**src/rtl/memory_responder_pkg.sv**
```systemverilog
// mem_pkg: shared widths, address map and state types for memory_responder
//   WORD_W/OP_W set the instruction word; ADDR_W is the MAR slice width and
//   IO_ADDR is the top word, mapped to the digit display register.
package mem_pkg;
   localparam int WORD_W = 8;
   localparam int OP_W = 3;
   localparam int ADDR_W = WORD_W - OP_W;
   localparam int DEPTH = 2 ** ADDR_W;
   localparam int IO_ADDR = DEPTH - 1;
   typedef enum logic {IDLE, LOAD} resp_state_t;
   typedef enum logic [1:0] {SRC_ZERO, SRC_RAM, SRC_IO} rd_src_t;
endpackage

```
**src/rtl/memory_responder_if.sv**
```systemverilog
// memory_responder_if: sequencer bus, program loader and display signals
//   master drives CS/R_NW/address/data_in and load_en/load_valid/load_data;
//   slave returns data_out/rd_valid/bus_err, load_full and digits/digit_strobe.
interface memory_responder_if;
   import mem_pkg::*;
   logic CS;
   logic R_NW;
   logic [ADDR_W-1:0] address;
   logic [WORD_W-1:0] data_in;
   logic [WORD_W-1:0] data_out;
   logic rd_valid;
   logic load_en;
   logic load_valid;
   logic [WORD_W-1:0] load_data;
   logic load_full;
   logic [WORD_W-1:0] digits;
   logic digit_strobe;
   logic bus_err;
   modport master (
      output CS, R_NW, address, data_in, load_en, load_valid, load_data,
      input data_out, rd_valid, load_full, digits, digit_strobe, bus_err
   );
   modport slave (
      input CS, R_NW, address, data_in, load_en, load_valid, load_data,
      output data_out, rd_valid, load_full, digits, digit_strobe, bus_err
   );
endinterface

```
**src/rtl/memory_responder_ram_1p.sv**
```systemverilog
// ram_1p: single-port word array with one write port and an enabled registered read
//   clock; we/wdata write addr; re loads q from addr; q holds between reads; no reset.
module ram_1p #(
   parameter int WORD_W = 8,
   parameter int ADDR_W = 5
) (
   input  logic              clock,
   input  logic              we,
   input  logic              re,
   input  logic [ADDR_W-1:0] addr,
   input  logic [WORD_W-1:0] wdata,
   output logic [WORD_W-1:0] q
);
   logic [WORD_W-1:0] mem [2**ADDR_W];
   always_ff @(posedge clock) begin
      if (we) mem[addr] <= wdata;
      if (re) q <= mem[addr];
   end
endmodule

```
**src/rtl/memory_responder.sv**
```systemverilog
// memory_responder: registered read/write responder for the sequencer's CS/R_NW strobes
//   clock, reset (async, active-high); bus = memory_responder_if.slave carrying the
//   processor access, the auto-incrementing program loader and the digit display register.
module memory_responder
   import mem_pkg::*;
(
   input logic               clock,
   input logic               reset,
   memory_responder_if.slave bus
);
   resp_state_t state;
   rd_src_t src;
   logic [ADDR_W-1:0] ptr;
   logic [WORD_W-1:0] io_q, ram_q;
   logic io_hit, acc, rej, ld_wr;
   assign io_hit = bus.address == ADDR_W'(IO_ADDR);
   assign acc = bus.CS && state == IDLE && !bus.load_en;
   assign rej = bus.CS && !acc;
   assign ld_wr = state == LOAD && bus.load_valid && !bus.load_full;
   // Loader and processor never write in the same cycle: the loader only runs in LOAD,
   // processor accesses only in IDLE.
   ram_1p #(.WORD_W(WORD_W), .ADDR_W(ADDR_W)) u_ram (
      .clock (clock),
      .we    ((acc && !bus.R_NW && !io_hit) || ld_wr),
      .re    (acc && bus.R_NW && !io_hit),
      .addr  (state == LOAD ? ptr : bus.address),
      .wdata (state == LOAD ? bus.load_data : bus.data_in),
      .q     (ram_q)
   );
   // The array read register has no reset, so the last read's source picks the value
   // shown; io_q snapshots digits so later display writes do not disturb data_out.
   assign bus.data_out = src == SRC_RAM ? ram_q : src == SRC_IO ? io_q : '0;
   always_ff @(posedge clock or posedge reset)
      if (reset) begin
         state <= IDLE;
         ptr <= '0;
         src <= SRC_ZERO;
         io_q <= '0;
         bus.rd_valid <= 1'b0;
         bus.digits <= '0;
         bus.digit_strobe <= 1'b0;
         bus.bus_err <= 1'b0;
         bus.load_full <= 1'b0;
      end else begin
         bus.rd_valid <= acc && bus.R_NW;
         bus.digit_strobe <= acc && !bus.R_NW && io_hit;
         if (rej) bus.bus_err <= 1'b1;
         if (acc && bus.R_NW) begin
            src <= io_hit ? SRC_IO : SRC_RAM;
            io_q <= bus.digits;
         end
         if (acc && !bus.R_NW && io_hit) bus.digits <= bus.data_in;
         if (state == IDLE && bus.load_en) begin
            state <= LOAD;
            ptr <= '0;
            bus.load_full <= 1'b0;
         end else if (state == LOAD && !bus.load_en) state <= IDLE;
         // The write into DEPTH-2 is the last one; IO_ADDR is never loaded.
         if (ld_wr) begin
            ptr <= ptr + 1'b1;
            bus.load_full <= ptr == ADDR_W'(DEPTH - 2);
         end
      end
endmodule

```
**src/flat_wrapper.sv**
```systemverilog
// flat-port wrapper written by rule: the top's interface ports become plain ports
module memory_responder_flat import mem_pkg::*;
  (clock, reset, bus_CS, bus_R_NW, bus_address, bus_data_in, bus_load_en, bus_load_valid, bus_load_data, bus_data_out, bus_rd_valid, bus_load_full, bus_digits, bus_digit_strobe, bus_bus_err);
  memory_responder_if bus_i ();
  input logic clock;
  input logic reset;
  input wire logic [$bits(bus_i.CS)-1:0] bus_CS;
  input wire logic [$bits(bus_i.R_NW)-1:0] bus_R_NW;
  input wire logic [$bits(bus_i.address)-1:0] bus_address;
  input wire logic [$bits(bus_i.data_in)-1:0] bus_data_in;
  input wire logic [$bits(bus_i.load_en)-1:0] bus_load_en;
  input wire logic [$bits(bus_i.load_valid)-1:0] bus_load_valid;
  input wire logic [$bits(bus_i.load_data)-1:0] bus_load_data;
  output wire logic [$bits(bus_i.data_out)-1:0] bus_data_out;
  output wire logic [$bits(bus_i.rd_valid)-1:0] bus_rd_valid;
  output wire logic [$bits(bus_i.load_full)-1:0] bus_load_full;
  output wire logic [$bits(bus_i.digits)-1:0] bus_digits;
  output wire logic [$bits(bus_i.digit_strobe)-1:0] bus_digit_strobe;
  output wire logic [$bits(bus_i.bus_err)-1:0] bus_bus_err;
  assign bus_i.CS = bus_CS;
  assign bus_i.R_NW = bus_R_NW;
  assign bus_i.address = bus_address;
  assign bus_i.data_in = bus_data_in;
  assign bus_i.load_en = bus_load_en;
  assign bus_i.load_valid = bus_load_valid;
  assign bus_i.load_data = bus_load_data;
  assign bus_data_out = bus_i.data_out;
  assign bus_rd_valid = bus_i.rd_valid;
  assign bus_load_full = bus_i.load_full;
  assign bus_digits = bus_i.digits;
  assign bus_digit_strobe = bus_i.digit_strobe;
  assign bus_bus_err = bus_i.bus_err;
  memory_responder u_core (.clock(clock), .reset(reset), .bus(bus_i));
endmodule
```
**config.mk**
```make
export PLATFORM = sky130hd
export DESIGN_NAME = memory_responder_flat
export DESIGN_NICKNAME = d
export VERILOG_FILES = /design/src/rtl/memory_responder_pkg.sv /design/src/rtl/memory_responder_if.sv /design/src/rtl/memory_responder_ram_1p.sv /design/src/rtl/memory_responder.sv /design/src/flat_wrapper.sv
export SDC_FILE = /design/constraint.sdc
export NUM_CORES = 1
export LEC_CHECK = 0
export ABC_CLOCK_PERIOD_IN_PS = 7580
export CAP_MARGIN = 20
export CORE_ASPECT_RATIO = 0.6
export CORE_UTILIZATION = 30
export CTS_BUF_LIST = sky130_fd_sc_hd__clkbuf_8 sky130_fd_sc_hd__clkbuf_16
export CTS_CLUSTER_SIZE = 20
export DETAILED_ROUTE_END_ITERATION = 10
export GPL_TIMING_DRIVEN = 0
export SLEW_MARGIN = 20
export SYNTH_ARGS = -nofsm -noshare
export SYNTH_HDL_FRONTEND = slang
export SYNTH_HIERARCHICAL = 1
export SYNTH_SLANG_ARGS = --single-unit
```
**constraint.sdc**
```tcl
create_clock -name clock -period 7.58 [get_ports clock]
set_clock_uncertainty 0.15 [all_clocks]
set_input_delay 0.758 -clock clock [delete_from_list [all_inputs] [get_ports clock]]
set_output_delay 0.758 -clock clock [all_outputs]
set_load 0.05 [all_outputs]
```
==> results of run 1 <==
-- cell type report --
| class | count | share of cell area |
|---|---|---|
| Inverter | 4 | 0.001095 |
| Timing Repair Buffer | 46 | 0.03359 |
| Buffer | 42 | 0.01615 |
| Sequential cell | 292 | 0.6294 |
| Clock inverter | 20 | 0.01378 |
| Multi-Input combinational cell | 351 | 0.2136 |
| Clock buffer | 25 | 0.04563 |
| Tap cell | 513 | 0.04682 |
-- power groups by stage --
| stage | Sequential (mW) | Combinational (mW) | Clock [mW] |
|---|---|---|---|
| after floorplan | 2.00 | 0.679 | 0 |
| after global placement | 1.99 | 1.07 | 0 |
| after detailed placement | 1.99 | 1.09 | 0 |
| after CTS | 1.96 | 1.09 | 1.33 |
| after global routing | 1.97 | 1.16 | 1.39 |
| final | 1.96 | 1.10 | 1.31 |
-- worst max path at each step --
stage                               from                           endpoint
after floorplan           bus_load_valid  u_core/u_ram/mem[24][0]$_DFFE_PP_
after global placement    bus_address[1]  u_core/u_ram/mem[27][3]$_DFFE_PP_
after detailed placement  bus_address[1]  u_core/u_ram/mem[23][4]$_DFFE_PP_
after CTS                 bus_address[1]  u_core/u_ram/mem[23][4]$_DFFE_PP_
after global routing      bus_address[1]  u_core/u_ram/mem[23][4]$_DFFE_PP_
final                     bus_address[1]  u_core/u_ram/mem[23][2]$_DFFE_PP_
-- state kept, by name, indices dropped and copies added, names as in the netlist --
signal / count
u_core/src: 2
u_core/u_ram/q: 8
u_core/bus.digit_strobe: 1
u_core/io_q: 8
u_core/bus.load_full: 1
u_core/u_ram/mem: 256
u_core/ptr: 5
u_core/bus.rd_valid: 1
u_core/bus.bus_err: 1
u_core/state: 1
u_core/bus.digits: 8
-- metrics by stage --
step	area [um^2]	hold slack, ns
6_report	13710	0.3306
5_1_grt	13710	0.3411
4_1_cts	13710	0.3286
3_5_place_dp	12890	0.3045
3_3_place_gp	12870	0.3110
2_1_floorplan	11770	0.3090
-- cell families after synthesis --
logic type,after synthesis
xor gates and xnor gates,1
adders and majority gates,3
and+or+nand+nor,105
muxes,161
AOI/OAI and AO/OA,81
buffers and inverters,46
DFF,292
-- critical path: cells and delay by family --
| family | cells | cell delay, ns |
|---|---|---|
| buffers and inverters | 4 | 1.40 |
| multiplexers | 1 | 0.15 |
| AND/OR/NAND/NOR | 2 | 1.37 |
-- metal layers --
layer,vias up,global-route usage,wire [um]
li1,2888,-,-
met1,3457,0.2497,15670
met2,258,0.1713,10560
met3,32,0.05099,3096
met4,0,0.02311,416
met5,-,0,0
-- cells in the mapped netlist (3+ instances only) --
| master | number | area [um^2] |
|---|---|---|
| nand3b_1 | 8 | 60.06 |
| buf_2 | 23 | 115.1 |
| mux2_4 | 8 | 120.1 |
| nand2_1 | 11 | 41.29 |
| or4b_1 | 4 | 40.04 |
| nor4_1 | 16 | 100.1 |
| mux2_2 | 17 | 191.4 |
| nand3_1 | 3 | 15.01 |
| mux2i_1 | 130 | 1301 |
| nor2_1 | 30 | 112.6 |
| inv_1 | 4 | 15.01 |
| ha_1 | 3 | 37.54 |
| edfxtp_1 | 264 | 7928 |
| a22o_1 | 8 | 70.07 |
| nand4bb_1 | 5 | 56.30 |
| o21ai_0 | 4 | 20.02 |
| dfrtp_1 | 28 | 700.7 |
| mux2_1 | 6 | 67.56 |
| or3b_2 | 3 | 26.28 |
| nand4b_1 | 4 | 35.03 |
| o22ai_1 | 64 | 400.4 |
| buf_1 | 3 | 11.26 |
| clkbuf_1 | 10 | 37.54 |
| buf_6 | 4 | 45.04 |
| nor3_1 | 4 | 20.02 |
==> flow_metrics.tcl, run 1 <==
set metrics [dict create \
    seq_area_um2 8628 \
    first_pass_iters 5 \
    ant_nets 0 \
    critPathLaunchType "input pin" \
    synthMuxAreaShare 0.1427 \
    pwr-share-comb 0.253 \
    cp_common_cell "buf_2" \
    viasPerCell 5.131 \
    drv_slew 0 \
    synth_area_per_cell_um2 17.09 \
    timing.fmax_mhz 271.8 \
    grt_pass1_wl_um 42840 \
    antenna_found_initial 0 \
    cts_setup_buffers 0 \
    r2r_start "u_core/state$_DFFE_PP0P_" \
    worstPathCellList "clkdlybuf4s50_1 -> mux2_2 -> clkbuf_1 -> buf_2 -> buf_2 -> nand3_1 -> nor2_1" \
    rsz0062_at_grt "no" \
    synthSimpleGateAreaFrac 0.05505 \
    grt_pass1_vias 6092 \
    die_area_um2 40060 \
    p_leak_nw 4.651 \
    start_util 0.3082 \
    synth_compound_area_frac 0.04528 \
    min_from "u_core/bus.bus_err$_DFFE_PP0P_" \
    drc 0 \
    final_core_util 0.3590 \
    antenna_cells 0 \
    rr_endpoint "u_core/u_ram/mem[23][2]$_DFFE_PP_" \
    clock_path_buffers 3 \
    syn_inst 689 \
    cts_resized 0 \
    setup_violations 0 \
    ys.flop_type "edfxtp_1" \
    grt_max_degree 33 \
    cts-root-buf "clkbuf_16" \
    hold_viol_final 0 \
    insertion_delay_ns 0.54 \
    cp.arrival_ns 3.69 \
    grt_remaining_overflow 0 \
    synth_top_family_by_area "multiplexers" \
    synth_seq_area_share 0.7329 \
    finalPower_mw 4.370 \
    hold_class "register to register" \
    layout.cells.non_filler 1293 \
    end_kind "register" \
    ys_seq_elements 292 \
    p_int_mw 3.031 \
    whs_endpoint "u_core/bus.bus_err$_DFFE_PP0P_" \
    drive_gt1_frac 0.1256 \
    cts.sinks 292 \
    clk_pin_slew_ns 0.06 \
    synthesis.nets 719 \
    fp-row-count 55 \
    switching_share 0.3064 \
    r2r_cells 7 \
    core_um2 38190 \
    die_w_um 257.7 \
    path_max_fanout 10 \
    maxCapViolCount 0 \
    die_h_um 155.4 \
    grt.total_usage 0.1475 \
    crit_type "input pin to register" \
    peakVddDrop_v 0.0001505 \
    crit_path_top_delay_cell "nor2_1" \
    vias 6635 \
    synth_cell_types 44 \
    postCtsHoldBufs 0 \
    dpl.hpwl_um 20260 \
    power.density_nw_per_um2 318.8 \
    setup_slack_ns 3.900 \
    syn-cell-area_um2 11770 \
    synthToLayoutAreaGrowth_pct 16.45 \
    p_seq_frac 0.449 \
    synth_edf_count 264 \
    whs_path_depth 1 \
    tritoncts "built" \
    fin_crit_ns 3.680 \
    async_flop_share 0.09589 \
    dp_cells 1248 \
    drt_iter0_drc 706 \
    worst_pin_slew_ns 1.024 \
    fillers 3595 \
    num-nets-final 792 \
    r2r_slack_ns 4.01 \
    synth_xor_area_frac 0.0007440 \
    htreeDepth 1 \
    crit_required_ns 7.59 \
    multi_input_area_um2 2928 \
    final_cell_mix "264 x edfxtp_1, 130 x mux2i_1, 64 x o22ai_1, 46 x clkdlybuf4s50_1, 30 x nor2_1" \
    tns_ns 0 \
    clkPwrFrac 0.299 \
    ios 47 \
    layout_commonest_cell "edfxtp_1" \
    place_congestion 0.8490 \
    detail_route.wirelength_um 29740 \
    cpPeakStageDelay_ns 0.90 \
    port_buffers 46 \
    status "finished clean" \
    p_sw_mw 1.339 \
    numCtsBuffers 25 \
    relSlewSlack 0.3151 \
    synthAdderAreaFrac 0.003188 \
    dpl_worst_slack_ns 3.401 \
    period_share 0.4854 \
    ys_warn_count 6 \
    wl_per_cell_um 23.00 \
]
Note: power is estimated with default switching activity, not from simulation.
==> run 2: changes to the inputs <==
--- a/config.mk
+++ b/config.mk
@@ -5,7 +5,7 @@
 export SDC_FILE = /design/constraint.sdc
 export NUM_CORES = 1
 export LEC_CHECK = 0
-export ABC_CLOCK_PERIOD_IN_PS = 7580
+export ABC_CLOCK_PERIOD_IN_PS = 3200
 export CAP_MARGIN = 20
 export CORE_ASPECT_RATIO = 0.6
 export CORE_UTILIZATION = 30
==> constraint.sdc (replaced) <==
create_clock -name clock -period 3.2 [get_ports clock]
set_clock_uncertainty 0.15 [all_clocks]
set_input_delay 0.32 -clock clock [delete_from_list [all_inputs] [get_ports clock]]
set_output_delay 0.32 -clock clock [all_outputs]
set_load 0.05 [all_outputs]
==> run 2 against run 1 <==
The flow now finishes with violations (setup timing). Critical path depth unchanged. Sequential share of layout area fell by 2.0 points. First-iteration DRC count down 2.5%. Register-to-register slack lost 4.1 ns. Worst setup slack got worse by 4.0 ns. Sequential cell count stayed put. Global-route usage up 0.073 points. Utilization increased by 1.2 points. Design area is 3.3% higher. Critical path type is now register to register. Critical endpoint is now u_core/u_ram/mem[24][5]$_DFFE_PP_. Largest cell class unchanged.
==> flow_metrics.tcl, run 2 (synthesis gave the netlist of run 1 again) <==
set metrics [dict create \
    rsz0062_at_grt "yes" \
    path_max_fanout 10 \
    p_seq_frac 0.439 \
    numCtsBuffers 25 \
    cts.sinks 292 \
    dpl_worst_slack_ns -0.5415 \
    grt_pass1_vias 6172 \
    crit_type "register to register" \
    final_area_um2 14160 \
    num-nets-final 804 \
    end_kind "register" \
    power.density_nw_per_um2 746.2 \
    vias 6692 \
    core_um2 38190 \
    antenna_cells 0 \
    cts-root-buf "clkbuf_16" \
    drc 0 \
    antenna_found_initial 0 \
    wl_per_cell_um 23.04 \
    peakVddDrop_v 0.0003726 \
    status "finished with violations" \
    first_pass_iters 5 \
    p_int_mw 7.285 \
    tritoncts "built" \
    start_util 0.3082 \
    place_congestion 0.8490 \
    ios 47 \
    period_share 1.020 \
    die_area_um2 40060 \
    die_w_um 257.7 \
    drv_slew 0 \
    postCtsHoldBufs 0 \
    switching_share 0.3106 \
    place_area_um2 12890 \
    drt_iter0_drc 688 \
    final_core_util 0.3708 \
    multi_input_area_um2 3244 \
    clock_path_buffers 3 \
    setup_violations 29 \
    grt_max_degree 33 \
    hold_class "input pin to asynchronous set/reset pin" \
    pwr-share-comb 0.268 \
    insertion_delay_ns 0.53 \
    maxCapViolCount 0 \
    timing.fmax_mhz 306.4 \
    clk_pin_slew_ns 0.07 \
    r2r_start "u_core/state$_DFFE_PP0P_" \
    grt_pass1_wl_um 43140 \
    violations "setup timing" \
    final_cell_mix "264 x edfxtp_1, 130 x mux2i_1, 56 x o22ai_1, 46 x clkdlybuf4s50_1, 28 x dfrtp_1" \
    htreeDepth 1 \
    seq_area_um2 8628 \
    detail_route.wirelength_um 30070 \
    crit_required_ns 3.22 \
    synthToLayoutAreaGrowth_pct 20.29 \
    cp.arrival_ns 3.28 \
    fp-row-count 55 \
    rr_endpoint "u_core/u_ram/mem[24][5]$_DFFE_PP_" \
    port_buffers 46 \
    worst_pin_slew_ns 0.7866 \
    dpl.hpwl_um 20260 \
    p_leak_nw 4.771 \
    largest_reg_flops 256 \
    top_register "u_core/u_ram/mem" \
    layout_commonest_cell "edfxtp_1" \
    setup_slack_ns -0.06368 \
    relSlewSlack 0.4727 \
    fillers 3549 \
    r2r_slack_ns -0.06 \
    hold_viol_final 0 \
    p_sw_mw 3.282 \
    grt.total_usage 0.1482 \
    viasPerCell 5.128 \
    r2r_cells 7 \
    fin_crit_ns 3.264 \
    critPathLaunchType "register" \
    clkPwrFrac 0.292 \
    tns_ns -0.9286 \
    grt_remaining_overflow 0 \
    drive_gt1_frac 0.2020 \
    die_h_um 155.4 \
    ant_nets 0 \
    whs_ns 0.02887 \
]
[run 2: through the flow]
| stage | cells | total power [mW] |
|---|---|---|
| floorplan | 689 | 6.343 |
| global placement | 1248 | 7.258 |
| detailed placement | 1248 | 7.306 |
| CTS | 1298 | 10.44 |
| global route | 1305 | 10.91 |
| finish | 1305 | 10.57 |
[run 2: metal layers]
layer,track usage,vias up,routed length [um]
li1,-,2921,-
met1,0.2483,3481,15710
met2,0.1737,256,10710
met3,0.05230,34,3205
met4,0.02480,0,442
met5,0,-,0
[run 2: timing repair]
item / in CTS / in global routing
pin swaps: 0 / 3
gates resized for setup: 35 / 42
setup buffers: 5 / 7
setup endpoints to repair: 232 / 173
[run 2: power by group through the flow]
stage	sequential, mW	combinational [mW]	clock [mW]
6_report	4.64	2.84	3.09
5_1_grt	4.65	2.97	3.29
4_1_cts	4.64	2.66	3.14
3_5_place_dp	4.73	2.58	0
3_3_place_gp	4.72	2.54	0
2_1_floorplan	4.73	1.61	0
[run 2: cell type report]
cell class,count,area share
inverters,4,0.001060
clock buffers,25,0.04418
multi-input cells,351,0.2291
plain buffers,42,0.01705
well taps,513,0.04533
repair buffers,58,0.04064
clock inverters,20,0.01334
flip-flops and latches,292,0.6093
[run 2: worst max-delay path, cell delays in order, from the launching register on]
cell	delay, ns
dfrtp_1	0.34
buf_6	0.15
nand3b_1	0.17
clkbuf_1	0.27
a21bo_2	0.31
or3b_2	0.44
clkbuf_1	0.34
nor3_2	0.70
[run 2: worst max-delay path by stage]
stage | slack (ns) | cells past startpoint | from | end
after floorplan | 0.16 | 6 | u_core/bus.load_full$_DFFE_PP0P_ | u_core/u_ram/mem[24][0]$_DFFE_PP_
after global placement | -0.82 | 7 | bus_address[1] | u_core/u_ram/mem[27][3]$_DFFE_PP_
after detailed placement | -0.54 | 7 | bus_address[1] | u_core/u_ram/mem[23][4]$_DFFE_PP_
after CTS | -0.16 | 7 | u_core/state$_DFFE_PP0P_ | u_core/u_ram/mem[9][5]$_DFFE_PP_
after global routing | -0.21 | 7 | u_core/state$_DFFE_PP0P_ | u_core/u_ram/mem[24][1]$_DFFE_PP_
final | -0.06 | 7 | u_core/state$_DFFE_PP0P_ | u_core/u_ram/mem[24][5]$_DFFE_PP_
==> edit 1 (settings of run 2) <==
Encoding of `rd_src_t`: now one-hot (3 bits for 3 values).
--- a/src/rtl/memory_responder_pkg.sv
+++ b/src/rtl/memory_responder_pkg.sv
@@ -9,5 +9,5 @@
    localparam int IO_ADDR = DEPTH - 1;
    typedef enum logic {IDLE, LOAD} resp_state_t;
-   typedef enum logic [1:0] {SRC_ZERO, SRC_RAM, SRC_IO} rd_src_t;
+   typedef enum logic [2:0] {SRC_ZERO = 3'b001, SRC_RAM = 3'b010, SRC_IO = 3'b100} rd_src_t;
 endpackage
 
Behaviour: same outputs for any inputs over 4 cycles, from zero or initial values and one cycle with reset high; so few cycles prove little.
==> edit 1 against run 2 <==
Worst setup slack better by 0.075 ns. Total power shrank 2.0%. Non-clock buffer count grew 4. Wire length is 1.1% lower. Synthesized area is 0.65% higher. Worst hold slack improved by 0.0033 ns. Sequential cell count up 1. Final area fell by 0.30%. Highest routed layer unchanged.
==> edit 1: results <==
[worst_setup_path]
rr_worst_depth = 9
slowest_stage = nor4_1
cp_top_family = buffers and inverters
crit_arrival_ns = 3.32

[cells_and_area]
fillers = 3617
multi_input_area_share_pct = 22.3
final_nets = 819
final_layout_size_suffix_gt1_share_pct = 19.7
seqCellArea_mm2 = 0.00865
area_share_nonclk_buffers_pct = 5.91
clockBufferCount = 29

[cts]
cts_resized = 22

[route]
wl_per_cell_um = 22.5
detailroute.wirelength.met2_mm = 11.0
wl_met3_mm = 3.18
via_per_inst = 5.05

[timing]
tightest_slew_ns = 0.825
holdWs_ns = 0.0322

[placement]
dp_hpwl_mm = 20.3

[power_and_ir_drop]
p_sw_share_pct = 30.9
ir_worst_vdd_v = 0.000384

[yosys]
ys_top_cells_by_area = edfxtp_1, mux2i_1, dfrtp_1, o22ai_1, mux2_2
synthArstFlopShare_pct = 9.90
synth_nets = 731
synthTopCellsByCount = edfxtp_1, mux2i_1, o22ai_1
yosysSeqAreaShare_pct = 73.0

[grt]
antenna_found_initial = 1

[run_status]
status = finished, final reports clean
-- edit 1: power groups by stage --
stage / Combinational (mW) / Clock [mW] / Sequential, mW
floorplan: 1.61 / 0 / 4.75
global placement: 2.49 / 0 / 4.74
detailed placement: 2.53 / 0 / 4.74
CTS: 2.57 / 3.09 / 4.66
global route: 2.84 / 3.23 / 4.67
finish: 2.68 / 3.01 / 4.66
-- edit 1: cell families after synthesis --
group	after synthesis	synth area share [%]
compound gates	81	4.41
simple gates	114	5.80
flops	293	73.0
mux	161	14.2
buf+inv	48	2.18
fa+ha+maj	3	0.317
xor+xnor	1	0.0739
-- edit 1: stage by stage --
| step | setup TNS [ns] | setup WS, ns | std cells |
|---|---|---|---|
| floorplan | 0 | 0.163 | 701 |
| global placement | -81.04 | -0.826 | 1260 |
| detailed placement | -68.18 | -0.429 | 1262 |
| CTS | -10.81 | -0.213 | 1310 |
| global route | -0.517 | -0.0927 | 1322 |
| finish | 0 | 0.0114 | 1322 |
==> edit 2 (settings of run 2) <==
Without the edit above. Reset style: synchronous (`reset`), changed in one clocked block. Comments in the files are not updated.
--- a/src/rtl/memory_responder.sv
+++ b/src/rtl/memory_responder.sv
@@ -31,5 +31,5 @@
    // shown; io_q snapshots digits so later display writes do not disturb data_out.
    assign bus.data_out = src == SRC_RAM ? ram_q : src == SRC_IO ? io_q : '0;
-   always_ff @(posedge clock or posedge reset)
+   always_ff @(posedge clock)
       if (reset) begin
          state <= IDLE;
Function: differs if reset is asserted again (counterexample within 4 cycles, from zero or initial values and one cycle with reset high); with reset held inactive, the same outputs for 4 cycles.
==> edit 2 against run 2 <==
Synthesized area down 0.28%. Final area is 0.26% higher. Worst setup slack better by 0.12 ns. Sequential cell count unchanged. Wire length down 0.70%. Final cell count up 3.5%. Highest routed layer unchanged.
Power is not compared: it rests on default switching activity, and its combinational part moved more than twofold at a synthesized area within 25%.
==> edit 2: results <==
[timing]
setup_tns_ns = 0
maxSlewHeadroom_pct = 28.7

[cells_and_area]
area_share_nonclk_buffers_pct = 6.26
inv_count = 5
clockBufferCount = 27
final_layout_size_suffix_gt1_share_pct = 16.8
fillers = 3554
multiInputGateArea_mm2 = 0.00335
num-multi-input-gates = 396
buffers = 99
sh_seq_area_pct = 59.8
final_cells = 1351
clock_cell_area_share_pct = 5.68
multi_input_area_share_pct = 23.6

[worst_setup_path]
crit_arrival_ns = 3.20
max_stage_delay_ns = 0.64
slowest_stage = or3_1

[run_status]
status = finished, final reports clean

[route]
wl_per_cell_um = 22.1
num_vias = 6928

[placement]
placed_cells = 1298
gp_congestion = 0.865
port_buffers = 45
dp_hpwl_mm = 20.2

[grt]
grt_pass1_vias = 6483
track_usage_pct = 15.0
grt_pass1_wl_mm = 43.9

[yosys]
netlist_instances = 740
ys_top_cells_by_area = edfxtp_1, mux2i_1, dfxtp_1, o22ai_1, nor2_1
[edit 2: cell count changes after synthesis, sizes merged, moves of 5 or more]
cell / before / now
a21oi: 1 / 13
nand2b: 1 / 17
clkbuf: 11 / 17
mux2i: 130 / 137
nor2: 30 / 35
nand2: 11 / 31
nand3: 3 / 8
mux2: 31 / 13
dfrtp: 28 / 0
dfxtp: 0 / 28
[edit 2: worst paths after layout]
path                                          from                     end  slack, ns  depth (start not counted)
worst max-delay path                  u_core/state  u_core/u_ram/mem[2][3]       0.05                          6
worst min-delay path                         reset    u_core/bus.digits[4]       0.14                          3
worst max register to register        u_core/state  u_core/u_ram/mem[2][3]       0.05                          6
worst min register to register  u_core/bus.bus_err      u_core/bus.bus_err       0.30                          2
[edit 2: tightest hold or removal path: cells and delay by family]
kind | cells | cell delay (ns)
AND/OR/NAND/NOR | 1 | 0.18
buffers and inverters | 1 | 0.17
multiplexers | 1 | 0.11
[edit 2: what timing repair did]
action                     CTS  global route
buffers inserted             4             8
hold endpoints to repair     0             0
pin swaps                    2             6
setup endpoints to repair  264           120
gates resized for setup     58            31
[edit 2: per-layer routing]
layer	vias to the layer above	GRT usage, %	share of wire (%)
met5	-	0	0
met4	0	2.48	1.2
met3	30	6.42	12
met2	266	18.1	37
met1	3556	23.9	50
li1	3076	-	-
[edit 2: kinds of logic (layout without fill, tap and decap cells)]
group / after synthesis / count (layout) / synth area share [%]
AO/OA/AOI/OAI: 93 / 93 / 5.08
AND/OR/NAND/NOR: 150 / 150 / 7.31
adder cells (fa/ha/maj): 3 / 3 / 0.320
multiplexers: 150 / 150 / 12.9
flip-flops: 292 / 292 / 72.3
buffers and inverters: 52 / 150 / 2.06
